File: src/rtl/spi_word_arbiter.sv
// Round-robin arbiter/sequencer sharing one SPI master between NREQ word
// requesters: latches the winner's word, pulses Start, waits for Done,
// acknowledges the winner, inserts an idle gap and watches for a stuck master.
module spi_word_arbiter #(
  parameter int NREQ    = 4,
  parameter int BITS    = 32,
  parameter int GAP     = 2,
  parameter int TIMEOUT = 64
) (
  input  logic               Clock,
  input  logic               Reset_n,
  input  logic [NREQ-1:0]    Req,
  input  logic [NREQ*BITS-1:0] ReqData,
  output logic [NREQ-1:0]    Ack,
  output logic [NREQ-1:0]    Grant,
  output logic               Busy,
  output logic               Timeout,
  output logic               SpiStart,
  output logic [BITS-1:0]    SpiData,
  input  logic               SpiDone,
  input  logic               SpiIdle
);

  localparam int PW   = (NREQ > 1) ? $clog2(NREQ) : 1;
  localparam int WD_W = $clog2(TIMEOUT + 1);
  localparam logic [WD_W-1:0] WD_LAST  = WD_W'(TIMEOUT - 1);
  localparam logic [7:0]      GAP_LAST = 8'(GAP - 1);
  localparam logic [PW-1:0]   PTR_LAST = PW'(NREQ - 1);

  typedef enum logic [1:0] {
    ST_IDLE  = 2'd0,
    ST_START = 2'd1,
    ST_WAIT  = 2'd2,
    ST_GAP   = 2'd3
  } state_t;

  state_t            state_r, state_s;
  logic [PW-1:0]     ptr_r, ptr_s;
  logic [PW-1:0]     win_r, win_s;
  logic [WD_W-1:0]   wd_r, wd_s;
  logic [7:0]        gap_r, gap_s;
  logic [NREQ-1:0]   ack_r, ack_s;
  logic [NREQ-1:0]   grant_r, grant_s;
  logic              busy_r, busy_s;
  logic              timeout_r, timeout_s;
  logic              start_r, start_s;
  logic [BITS-1:0]   data_r, data_s;
  logic [NREQ-1:0]   eligible_s;
  logic              pick_valid_s;
  logic [PW-1:0]     pick_idx_s;

  // Index p+off folded back into 0..NREQ-1 (off is always below NREQ).
  function automatic logic [PW-1:0] wrap_idx(input logic [PW-1:0] p, input int off);
    int s;
    s = int'(p) + off;
    return (s >= NREQ) ? PW'(s - NREQ) : PW'(s);
  endfunction

  // Round-robin successor of a requester index.
  function automatic logic [PW-1:0] next_ptr(input logic [PW-1:0] w);
    return (w == PTR_LAST) ? {PW{1'b0}} : w + PW'(1);
  endfunction

  // Pick the first eligible requester scanning upward from the pointer;
  // the requester currently being acknowledged is masked out.
  always_comb begin
    eligible_s   = Req & ~ack_r;
    pick_valid_s = 1'b0;
    pick_idx_s   = ptr_r;
    for (int i = NREQ - 1; i >= 0; i--) begin
      if (eligible_s[wrap_idx(ptr_r, i)]) begin
        pick_valid_s = 1'b1;
        pick_idx_s   = wrap_idx(ptr_r, i);
      end else begin
        pick_idx_s   = pick_idx_s;
      end
    end
  end

  // Next-state and next-output logic for the IDLE/START/WAIT/GAP sequencer.
  always_comb begin
    state_s   = state_r;
    ptr_s     = ptr_r;
    win_s     = win_r;
    wd_s      = wd_r;
    gap_s     = gap_r;
    ack_s     = {NREQ{1'b0}};
    grant_s   = grant_r;
    timeout_s = timeout_r;
    start_s   = 1'b0;
    data_s    = data_r;
    case (state_r)
      ST_IDLE: begin
        if (pick_valid_s && SpiIdle) begin
          data_s              = ReqData[pick_idx_s*BITS +: BITS];
          grant_s             = {NREQ{1'b0}};
          grant_s[pick_idx_s] = 1'b1;
          win_s               = pick_idx_s;
          start_s             = 1'b1;
          state_s             = ST_START;
        end else begin
          state_s = ST_IDLE;
        end
      end
      ST_START: begin
        wd_s    = {WD_W{1'b0}};
        state_s = ST_WAIT;
      end
      ST_WAIT: begin
        wd_s = wd_r + WD_W'(1);
        if (SpiDone || (wd_r == WD_LAST)) begin
          // Done takes priority over a coincident watchdog expiry.
          if (SpiDone) begin
            ack_s[win_r] = 1'b1;
          end else begin
            timeout_s = 1'b1;
          end
          grant_s = {NREQ{1'b0}};
          ptr_s   = next_ptr(win_r);
          gap_s   = 8'd0;
          state_s = (GAP == 0) ? ST_IDLE : ST_GAP;
        end else begin
          state_s = ST_WAIT;
        end
      end
      ST_GAP: begin
        if (gap_r == GAP_LAST) begin
          state_s = ST_IDLE;
        end else begin
          gap_s = gap_r + 8'd1;
        end
      end
      default: begin
        state_s = ST_IDLE;
      end
    endcase
    busy_s = (state_s != ST_IDLE);
  end

  // State and registered-output update; everything clears on async reset.
  always_ff @(posedge Clock or negedge Reset_n) begin
    if (!Reset_n) begin
      state_r   <= ST_IDLE;
      ptr_r     <= {PW{1'b0}};
      win_r     <= {PW{1'b0}};
      wd_r      <= {WD_W{1'b0}};
      gap_r     <= 8'd0;
      ack_r     <= {NREQ{1'b0}};
      grant_r   <= {NREQ{1'b0}};
      busy_r    <= 1'b0;
      timeout_r <= 1'b0;
      start_r   <= 1'b0;
      data_r    <= {BITS{1'b0}};
    end else begin
      state_r   <= state_s;
      ptr_r     <= ptr_s;
      win_r     <= win_s;
      wd_r      <= wd_s;
      gap_r     <= gap_s;
      ack_r     <= ack_s;
      grant_r   <= grant_s;
      busy_r    <= busy_s;
      timeout_r <= timeout_s;
      start_r   <= start_s;
      data_r    <= data_s;
    end
  end

  assign Ack      = ack_r;
  assign Grant    = grant_r;
  assign Busy     = busy_r;
  assign Timeout  = timeout_r;
  assign SpiStart = start_r;
  assign SpiData  = data_r;

endmodule
File: config.mk
export PLATFORM = sky130hd
export DESIGN_NAME = spi_word_arbiter
export DESIGN_NICKNAME = d
export VERILOG_FILES = /design/src/rtl/spi_word_arbiter.sv
export SDC_FILE = /design/constraint.sdc
export NUM_CORES = 1
export LEC_CHECK = 0
export ABC_AREA = 1
export CAP_MARGIN = 20
export CORE_UTILIZATION = 44
export CTS_BUF_LIST = sky130_fd_sc_hd__clkbuf_16
export DETAILED_ROUTE_END_ITERATION = 10
export PLACE_DENSITY = 0.82
export SETUP_SLACK_MARGIN = 0.05
export SYNTH_ARGS = -nofsm -noshare
export SYNTH_HDL_FRONTEND = slang
export SYNTH_SLANG_ARGS = --single-unit
File: constraint.sdc
create_clock -name Clock -period 2.5 [get_ports Clock]
set_clock_uncertainty 0.15 [all_clocks]
set_input_delay 0.75 -clock Clock [delete_from_list [all_inputs] [get_ports Clock]]
set_output_delay 0.75 -clock Clock [all_outputs]
set_load 0.02 [all_outputs]
# Word level (Yosys, flattened, before mapping)
# Cells that the tools add are included.
[word_totals]
reg_bits = 64
inputBits = 136
[classes]
addsub = 10
order_cmp = 12
eq_ne = 9
shift = 1
n_mux = 41
bitwise_logic = 3
n_reduce_logical = 14
[ops]
columns = ["op", "count"]
rows = [
  ["128-bit by 8-bit variable part select with 32-bit output", 1],
  ["2-bit 2-to-1 mux", 10],
  ["4-bit 2-to-1 mux", 5],
  ["2-bit by 3-bit less-than comparator with 1-bit output, second input constant", 6],
  ["8-bit 2-to-1 mux", 2],
  ["8-bit case mux with 2 select lines", 1],
  ["1-bit 2-to-1 mux", 14],
  ["7-bit case mux with 2 select lines", 1],
  ["3-bit >= comparator, second input constant", 3],
  ["3-bit AND reduction", 3],
  ["8-bit by 1-bit adder with 8-bit output, second input constant", 1],
  ["1-bit binary-select mux with 2-bit select", 4],
  ["8-bit by 1-bit == test with 1-bit output, second input constant", 1],
  ["2-bit case mux with 4 select lines", 1],
  ["4-bit case mux with 2 select lines", 1],
  ["2-bit nonzero test", 4],
  ["2-bit by 1-bit subtractor with 2-bit output, second input constant", 4],
  ["7-bit by 1-bit adder with 7-bit output, second input constant", 1],
  ["7-bit by 6-bit == test with 1-bit output, second input constant", 1],
  ["2-bit by 2-bit adder with 3-bit output, second input constant", 2],
  ["2-bit == test, second input constant", 3],
  ["2-bit != test, second input constant", 3],
  ["4-bit bitwise AND", 1],
  ["1-bit demux with 2-bit select", 2],
  ["other kinds (11)", 15],
]

# Longest topological paths before layout
# Gate-level depths: netlist (run 1).
[logic_depth]
depth_word = 15
depth_mapped = 18
mapped_depth_nobuf = 16

# Least setup slack after synthesis (run 1)
# Ideal clock, no wire load.
[synth_timing]
path_kind = "in2reg"
startpoint = "input Req[1]"
endpoint = "register data_r[10] (netlist: SpiData[10])"
arrival_ns = 1.834
required_time_ns = 2.233
path_slack_ns = 0.399
stages = 15
path_cell_list = "nand3_1 nand2_2 nand2_1 nand2_1 inv_2 nand2_1 nand2_1 nand3_2 buf_6 buf_2 nand3b_1 nand3_1 nand2_1 nand2_1 nand2_1"
[synth_between]
elab_chain_cells = 9
word_cells_on_any_way = 20
classes_between = "shift: 1; mux: 16; bitwise: 1; reduce/logical: 2"
[synth_rtl]
columns = ["item", "line", "text"]
rows = [
  ["start, declared", "12", "input logic [NREQ-1:0] Req,"],
  ["4-bit bitwise AND (*)", "67", "eligible_s = Req & ~ack_r;"],
  ["parallel branches: the longest is 8 deep, another holds 128-bit by 8-bit variable part select with 32-bit output", "--", ""],
  ["end signal, assigned", "153", "data_r <= {BITS{1'b0}};"],
  ["end signal, assigned", "165", "data_r <= data_s;"],
  ["end, declared", "47", "logic [BITS-1:0] data_r, data_s;"],
]
# Mark *: on every way between the ends. The select of a mux whose other input is x is not followed.
# A chain may end at the register's enable or synchronous reset.

# Worst setup path in the final report (run 1)
[layout_timing]
startpoint = "register ptr_r[0]"
endpoint = "register data_r[16] (netlist: SpiData[16])"
[layout_between]
elab_chain_cells = 11
word_cells_on_any_way = 34
classes_between = "add/sub: 7; order compare: 4; shift: 1; mux: 20; reduce/logical: 2"
[layout_rtl]
columns = ["item", "line", "text"]
rows = [
  ["start, declared", "38", "logic [PW-1:0] ptr_r, ptr_s;"],
  ["start signal, assigned", "144", "ptr_r <= {PW{1'b0}};"],
  ["start signal, assigned", "156", "ptr_r <= ptr_s;"],
  ["parallel branches: the longest is 11 deep, another holds 2-bit by 2-bit adder with 3-bit output", "--", ""],
]
# Parallel ways; which one is timed is not known. The select of a mux whose other input is x is not followed.

==> results of run 1 <==
==> critical path: cells and delay by family (launching register included) <==
family / cells / cell delay [ns]
flops: 1 / 0.53
simple gates: 12 / 1.16
buf+inv: 4 / 0.54
==> per-layer routing <==
layer  global-route usage (%)  vias to the layer above
li1                         -                     2525
met1                     36.4                     2553
met2                     51.6                      331
met3                     8.75                      104
met4                     21.0                        0
met5                        0                        -
==> logic make-up after synthesis <==
family                     Yosys count  synth area share, %
and+or+nand+nor                    456                 45.0
buffers and inverters              104                 10.7
xor gates and xnor gates             5                0.982
DFF                                 64                 35.9
adders and majority gates           11                 3.09
AOI/OAI and AO/OA                   32                 4.35
==> metrics by stage <==
stage / setup TNS (ns) / hold slack (ns)
2_1_floorplan: 0 / 0.283
3_3_place_gp: -10.15 / 0.299
3_5_place_dp: -12.85 / 0.302
4_1_cts: 0 / 0.301
5_1_grt: -0.141 / 0.316
6_report: -0.00549 / 0.282
==> timing repair <==
action,in CTS,in global routing
buffers inserted,10,11
setup endpoints to repair,37,38
cloned,8,2
resized for setup,26,61
pin swaps,12,27
==> sequential cells by signal, summed over array words and instances (netlist names) <==
signal    count
SpiStart      1
wd_r          7
SpiData      32
Ack           4
win_r         2
state_r       2
Grant         4
ptr_r         2
Busy          1
Timeout       1
gap_r         8
==> worst paths after layout <==
kind                                      start  depth (start not counted)                      end  slack, ns
max                        ptr_r[0]$_DFFE_PN0P_                         16  SpiData[16]$_DFFE_PN0P_     -0.005
min                                     Reset_n                          2   SpiData[5]$_DFFE_PN0P_       0.28
max reg2reg                ptr_r[0]$_DFFE_PN0P_                         16  SpiData[16]$_DFFE_PN0P_     -0.005
min reg2reg                 wd_r[5]$_DFFE_PN0P_                          1      wd_r[5]$_DFFE_PN0P_       0.31
max in group asynchronous               Reset_n                          2     ptr_r[1]$_DFFE_PN0P_       1.62
min in group Clock          wd_r[5]$_DFFE_PN0P_                          1      wd_r[5]$_DFFE_PN0P_       0.31
==> cells in the final DEF, fill, tap and decap left out, drive strengths merged, types with 12 or more instances in the layout <==
cell	instances
nand2	307
clkdlybuf4s50	173
dfrtp	64
buf	51
o21ai	12
inv	67
clkbuf	13
nand3	86
nand3b	32
nor2	20
==> where the power goes <==
group	leakage, nW	total [mW]	switching [mW]	internal [mW]
logic	2.78	9.48	5.22	4.25
registers	0.824	1.74	0.325	1.41
clock network	0.155	1.30	0.443	0.855
total	3.76	12.5	5.99	6.52
==> layout make-up <==
type	count	area share [%]
sequential	64	21.3
inverter	67	3.43
clock inverter	7	1.05
multi-input combinational	504	34.9
clock buffer	9	2.99
tap	133	2.21
timing repair buffer	232	34.1
==> flow_metrics.tcl, run 1 <==
set metrics [dict create \
    cts_buffers 9 \
    initial_utilization_pct 45.6 \
    yosysMostFrequentCell "nand2_1" \
    cp_max_fo 6 \
    num_vias 5513 \
    total_power_mw 12.5 \
    antenna_left 0 \
    worstMarginPinSlew_ns 0.349 \
    maxSlewViolCount 0 \
    synth.top_cell.area_share_pct 35.9 \
    setup_ws_ns -0.00549 \
    synthTopCellsByArea "dfrtp_1, nand2_1, nand3_1, nand3b_1, inv_1" \
    drt_iter0_markers 381 \
    clk_latency_ns 0.33 \
    num_rows 36 \
    grt_pass1_vias 5241 \
    grtUsageTotal_pct 31.6 \
    fmax_mhz 399 \
    ys_ff_latch 64 \
    synthToLayoutAreaGrowth_pct 68.7 \
    clock_tree.htree_level_count 3 \
    synth_common_cells "nand2_1, nand3_1, dfrtp_1" \
    violations "setup timing" \
    syn-num-nets 819 \
    outcome "finished, violations left" \
    ioPinCount 179 \
    post-route-period-util_pct 100 \
    rsz0062_at_grt "yes" \
    ys_types 35 \
    async_flop_share_pct 100 \
    ys.flop_type "dfrtp_1" \
    wl_mm 17.9 \
    holdCritPathClass "input port to asynchronous set/reset pin" \
    cpMaxStageDelayCell "dfrtp_2" \
    postSynthAreaPerCell_um2 6.63 \
    nFillCells 641 \
    root_buffer "clkbuf_16" \
    place_area_mm2 0.00647 \
    fp.dieH_um 103 \
    port_buffers 178 \
    avgViaCountPerCell 5.43 \
    worstPathCellList "clkinv_4 > nand3_4 > nand2_4 > nand2_4 > nand2_4 > nor2_4 > nand2_2 > nand3_4 > buf_12 > buf_8 > buf_16 > nand3b_1 > nand3_1 > nand2_1 > nand2_1 > nand2_1" \
    drt_pass1_iterations 5 \
    grt_pass1_wl_mm 25.3 \
    dpl.hpwl_mm 10.3 \
    peakVddDrop_mv 0.919 \
    ff_latch_area_mm2 0.00160 \
    drcViolationCount 0 \
    overflow 0 \
    cts_sinks 64 \
    m1WireLength_mm 6.41 \
    p_leak_nw 3.76 \
    synth_area_mm2 0.00446 \
    multi_input_area_mm2 0.00263 \
    postCtsHoldBufs 0 \
    diodes 0 \
    clock_path_buffers 2 \
    max_cap_violations 0 \
    synth-edff-count 0 \
    finalSetupViolCount 1 \
    setup.worst_path.start_class "flop" \
    grt_max_degree 65 \
    clk_pin_slew_ns 0.05 \
    slowest_delay_ns 0.53 \
    route.top_layer_used "met4" \
    instances_no_fill 1016 \
    critPathCaptureType "flop" \
    crit_type "flop to flop" \
    final_nets 1025 \
    cp.required_ns 2.55 \
    cp.arrival_ns 2.56 \
    antenna_found_initial 0 \
    cts_tree "built" \
    dp_cells 972 \
    die-area_mm2 0.0105 \
    place.gp.congestion 0.855 \
    postLayoutCoreUtil_pct 77.0 \
    period_needed_ns 2.51 \
    maxSlewHeadroom_pct 76.7 \
    dp_slack_ns -0.390 \
    yosys.area.top_type "dfrtp_1" \
    power_density_mw_per_mm2 1660 \
    ys_warn_count 0 \
    dr_wl_met3_mm 1.55 \
    routedWlPerCell_um 17.6 \
    syn_inst 672 \
    final_hold_viol_count 0 \
    final_cell_area_mm2 0.00752 \
    routed-wl-met2_mm 8.84 \
    coreArea_mm2 0.00977 \
    fp.dieW_um 103 \
    drive_gt1_share_pct 14.7 \
    ys_seq_area_share_pct 35.9 \
]
Note: power is estimated with default switching activity, not from simulation.
==> run 2, diff against run 1 <==
- CTS_CLUSTER_SIZE: default -> 16
==> results of run 2 <==
Final layout, timing and power as in run 1 (identical DEF).
==> run 3, diff against run 2 <==
- PLACE_DENSITY: 0.82 -> default
- PLACE_DENSITY_LB_ADDON: default -> 0.25
==> run 3 against run 2 <==
  * The run now ends clean
  * Non-clock buffer count decreased by 15
  * Critical path depth decreased by 1
  * Hold slack worse by 0.050 ns
  * Via count decreased by 7.5%
  * Clock power fell by 15%
  * Die area is the same
  * Total power is 18% lower
  * Global-route usage decreased by 4.9 points
  * Setup slack gained 0.21 ns
  * Critical endpoint is now SpiData[26]$_DFFE_PN0P_
==> flow_metrics.tcl, run 3 (same netlist as run 1, synthesis figures left out) <==
set metrics [dict create \
    ioPinCount 179 \
    coreArea_mm2 0.00977 \
    diodes 0 \
    cp.required_ns 2.57 \
    rsz0062_at_grt "no" \
    combPwrFrac_pct 72.8 \
    cpMaxStageDelayCell "dfrtp_1" \
    final_nets 1010 \
    root_buffer "clkbuf_16" \
    drive_gt1_share_pct 10.5 \
    grtUsageTotal_pct 26.7 \
    fp.dieW_um 103 \
    switching_power_mw 5.04 \
    drcViolationCount 0 \
    drt_pass1_iterations 5 \
    slowest_delay_ns 0.59 \
    total_power_mw 10.3 \
    cp.arrival_ns 2.37 \
    layout_commonest_cell "nand2_1" \
    period_needed_ns 2.30 \
    drt_iter0_markers 197 \
    grt_pass1_wl_mm 21.8 \
    fmax_mhz 436 \
    seqPwrFrac_pct 16.4 \
    clock_path_buffers 2 \
    antenna_left 0 \
    grt_pass1_vias 4750 \
    maxSlewHeadroom_pct 67.3 \
    synthToLayoutAreaGrowth_pct 57.4 \
    avgViaCountPerCell 5.09 \
    nFillCells 789 \
    post-route-period-util_pct 91.8 \
    setup.worst_path.start_class "flop" \
    num_rows 36 \
    holdCritPathClass "input port to asynchronous set/reset pin" \
    crit_type "flop to flop" \
    finalSetupViolCount 0 \
    peakVddDrop_mv 1.08 \
    place.gp.congestion 0.889 \
    fp.dieH_um 103 \
    dpl.hpwl_mm 10.5 \
    p_int_mw 5.25 \
    final_hold_viol_count 0 \
    wl_mm 14.5 \
    switching_share_pct 49.0 \
    power_density_mw_per_mm2 1470 \
    cts_sinks 64 \
    dp_slack_ns -0.374 \
    clockPowerShare_pct 10.8 \
    clk_latency_ns 0.33 \
    p_leak_nw 3.54 \
    final_cell_mix "nand2_1, clkdlybuf4s50_1, nand3_1, dfrtp_1, inv_1" \
    clk_pin_slew_ns 0.06 \
    initial_utilization_pct 45.6 \
    num_vias 5097 \
    largest_reg_flops 32 \
    crit_top_cell "nand2_1" \
    cts_buffers 9 \
    outcome "completed" \
    critPathCaptureType "flop" \
    maxSlewViolCount 0 \
    r2r_cells 15 \
    worstPathCellList "inv_4 > nand3_2 > nand2_2 > nand2_2 > nand2_2 > nor2_2 > nand2_1 > nand3_4 > buf_6 > clkbuf_16 > nand3b_1 > nand3_1 > nand2_1 > nand2_1 > nand2_1" \
    setup_ws_ns 0.204 \
    overflow 0 \
    postLayoutCoreUtil_pct 71.8 \
    clock_tree.htree_level_count 3 \
    antenna_found_initial 0 \
    cp_max_fo 12 \
    tns_ns 0 \
    die-area_mm2 0.0105 \
    routedWlPerCell_um 14.5 \
    max_cap_violations 0 \
    worstMarginPinSlew_ns 0.490 \
    port_buffers 178 \
    grt_max_degree 36 \
    cts_tree "built" \
]
==> run 3: changes by cell type in the layout (fill, tap and decap cells not counted), sizes merged, moves of 2 or more <==
cell           previous run  this run
buf                      51        37
dlymetal6s2s              0         3
bufbuf                    2         0
bufinv                    2         0
clkdlybuf4s15             2         0
clkinvlp                  0         2
==> run 3: worst max-delay path, delay by kind of cell, from the launching register on <==
kind,cells,cell delay (ns)
AND/OR/NAND/NOR,12,0.99
flip-flops,1,0.59
buffers and inverters,3,0.45
==> run 3: cell type report <==
class,instances,area [um^2],share of cell area (%)
timing repair buffer,217,2270,32.3
multi-input combinational,504,2460,35.1
clock buffer,9,225,3.21
sequential,64,1600,22.8
inverter,67,254,3.62
clock inverter,7,40.0,0.571
tap,133,166,2.37
==> run 3: path summary, 6_finish.rpt <==
kind / from / to / slack [ns]
min in group Clock: wd_r[5]$_DFFE_PN0P_ / wd_r[5]$_DFFE_PN0P_ / 0.31
max reg2reg: ptr_r[0]$_DFFE_PN0P_ / SpiData[26]$_DFFE_PN0P_ / 0.20
min: Reset_n / SpiData[18]$_DFFE_PN0P_ / 0.23
max in group asynchronous: Reset_n / ptr_r[0]$_DFFE_PN0P_ / 1.32
max: ptr_r[0]$_DFFE_PN0P_ / SpiData[26]$_DFFE_PN0P_ / 0.20
min reg2reg: wd_r[5]$_DFFE_PN0P_ / wd_r[5]$_DFFE_PN0P_ / 0.31
==> run 3: power by group through the flow <==
stage	Combinational (mW)	Clock, mW	Sequential (mW)
finish	7.49	1.11	1.69
global route	8.24	1.18	1.73
CTS	6.90	1.13	1.68
detailed placement	6.83	0	1.69
global placement	6.65	0	1.68
floorplan	4.18	0	1.94
==> run 3: metrics by stage <==
stage	area, um^2	hold WS [ns]	cells
3_3_place_gp	6560	0.299	981
6_report	7020	0.233	1001
3_5_place_dp	6560	0.307	981
2_1_floorplan	4460	0.283	672
4_1_cts	6820	0.237	997
5_1_grt	7020	0.264	1001
==> run 3: what timing repair did <==
| item | CTS | global route |
|---|---|---|
| buffers inserted | 0 | 0 |
| pin swaps | 0 | 10 |
| gates cloned | 0 | 4 |
| resized for setup | 3 | 30 |
| endpoints found under the setup margin | 35 | 37 |
| hold buffers | 0 | 0 |
==> run 3: metal layers <==
metal	GRT usage [%]	part of all wire, %	vias up
met5	0	0	-
met1	32.8	40	2363
li1	-	-	2499
met4	11.8	2.8	0
met2	45.8	51	203
met3	4.68	6.4	32
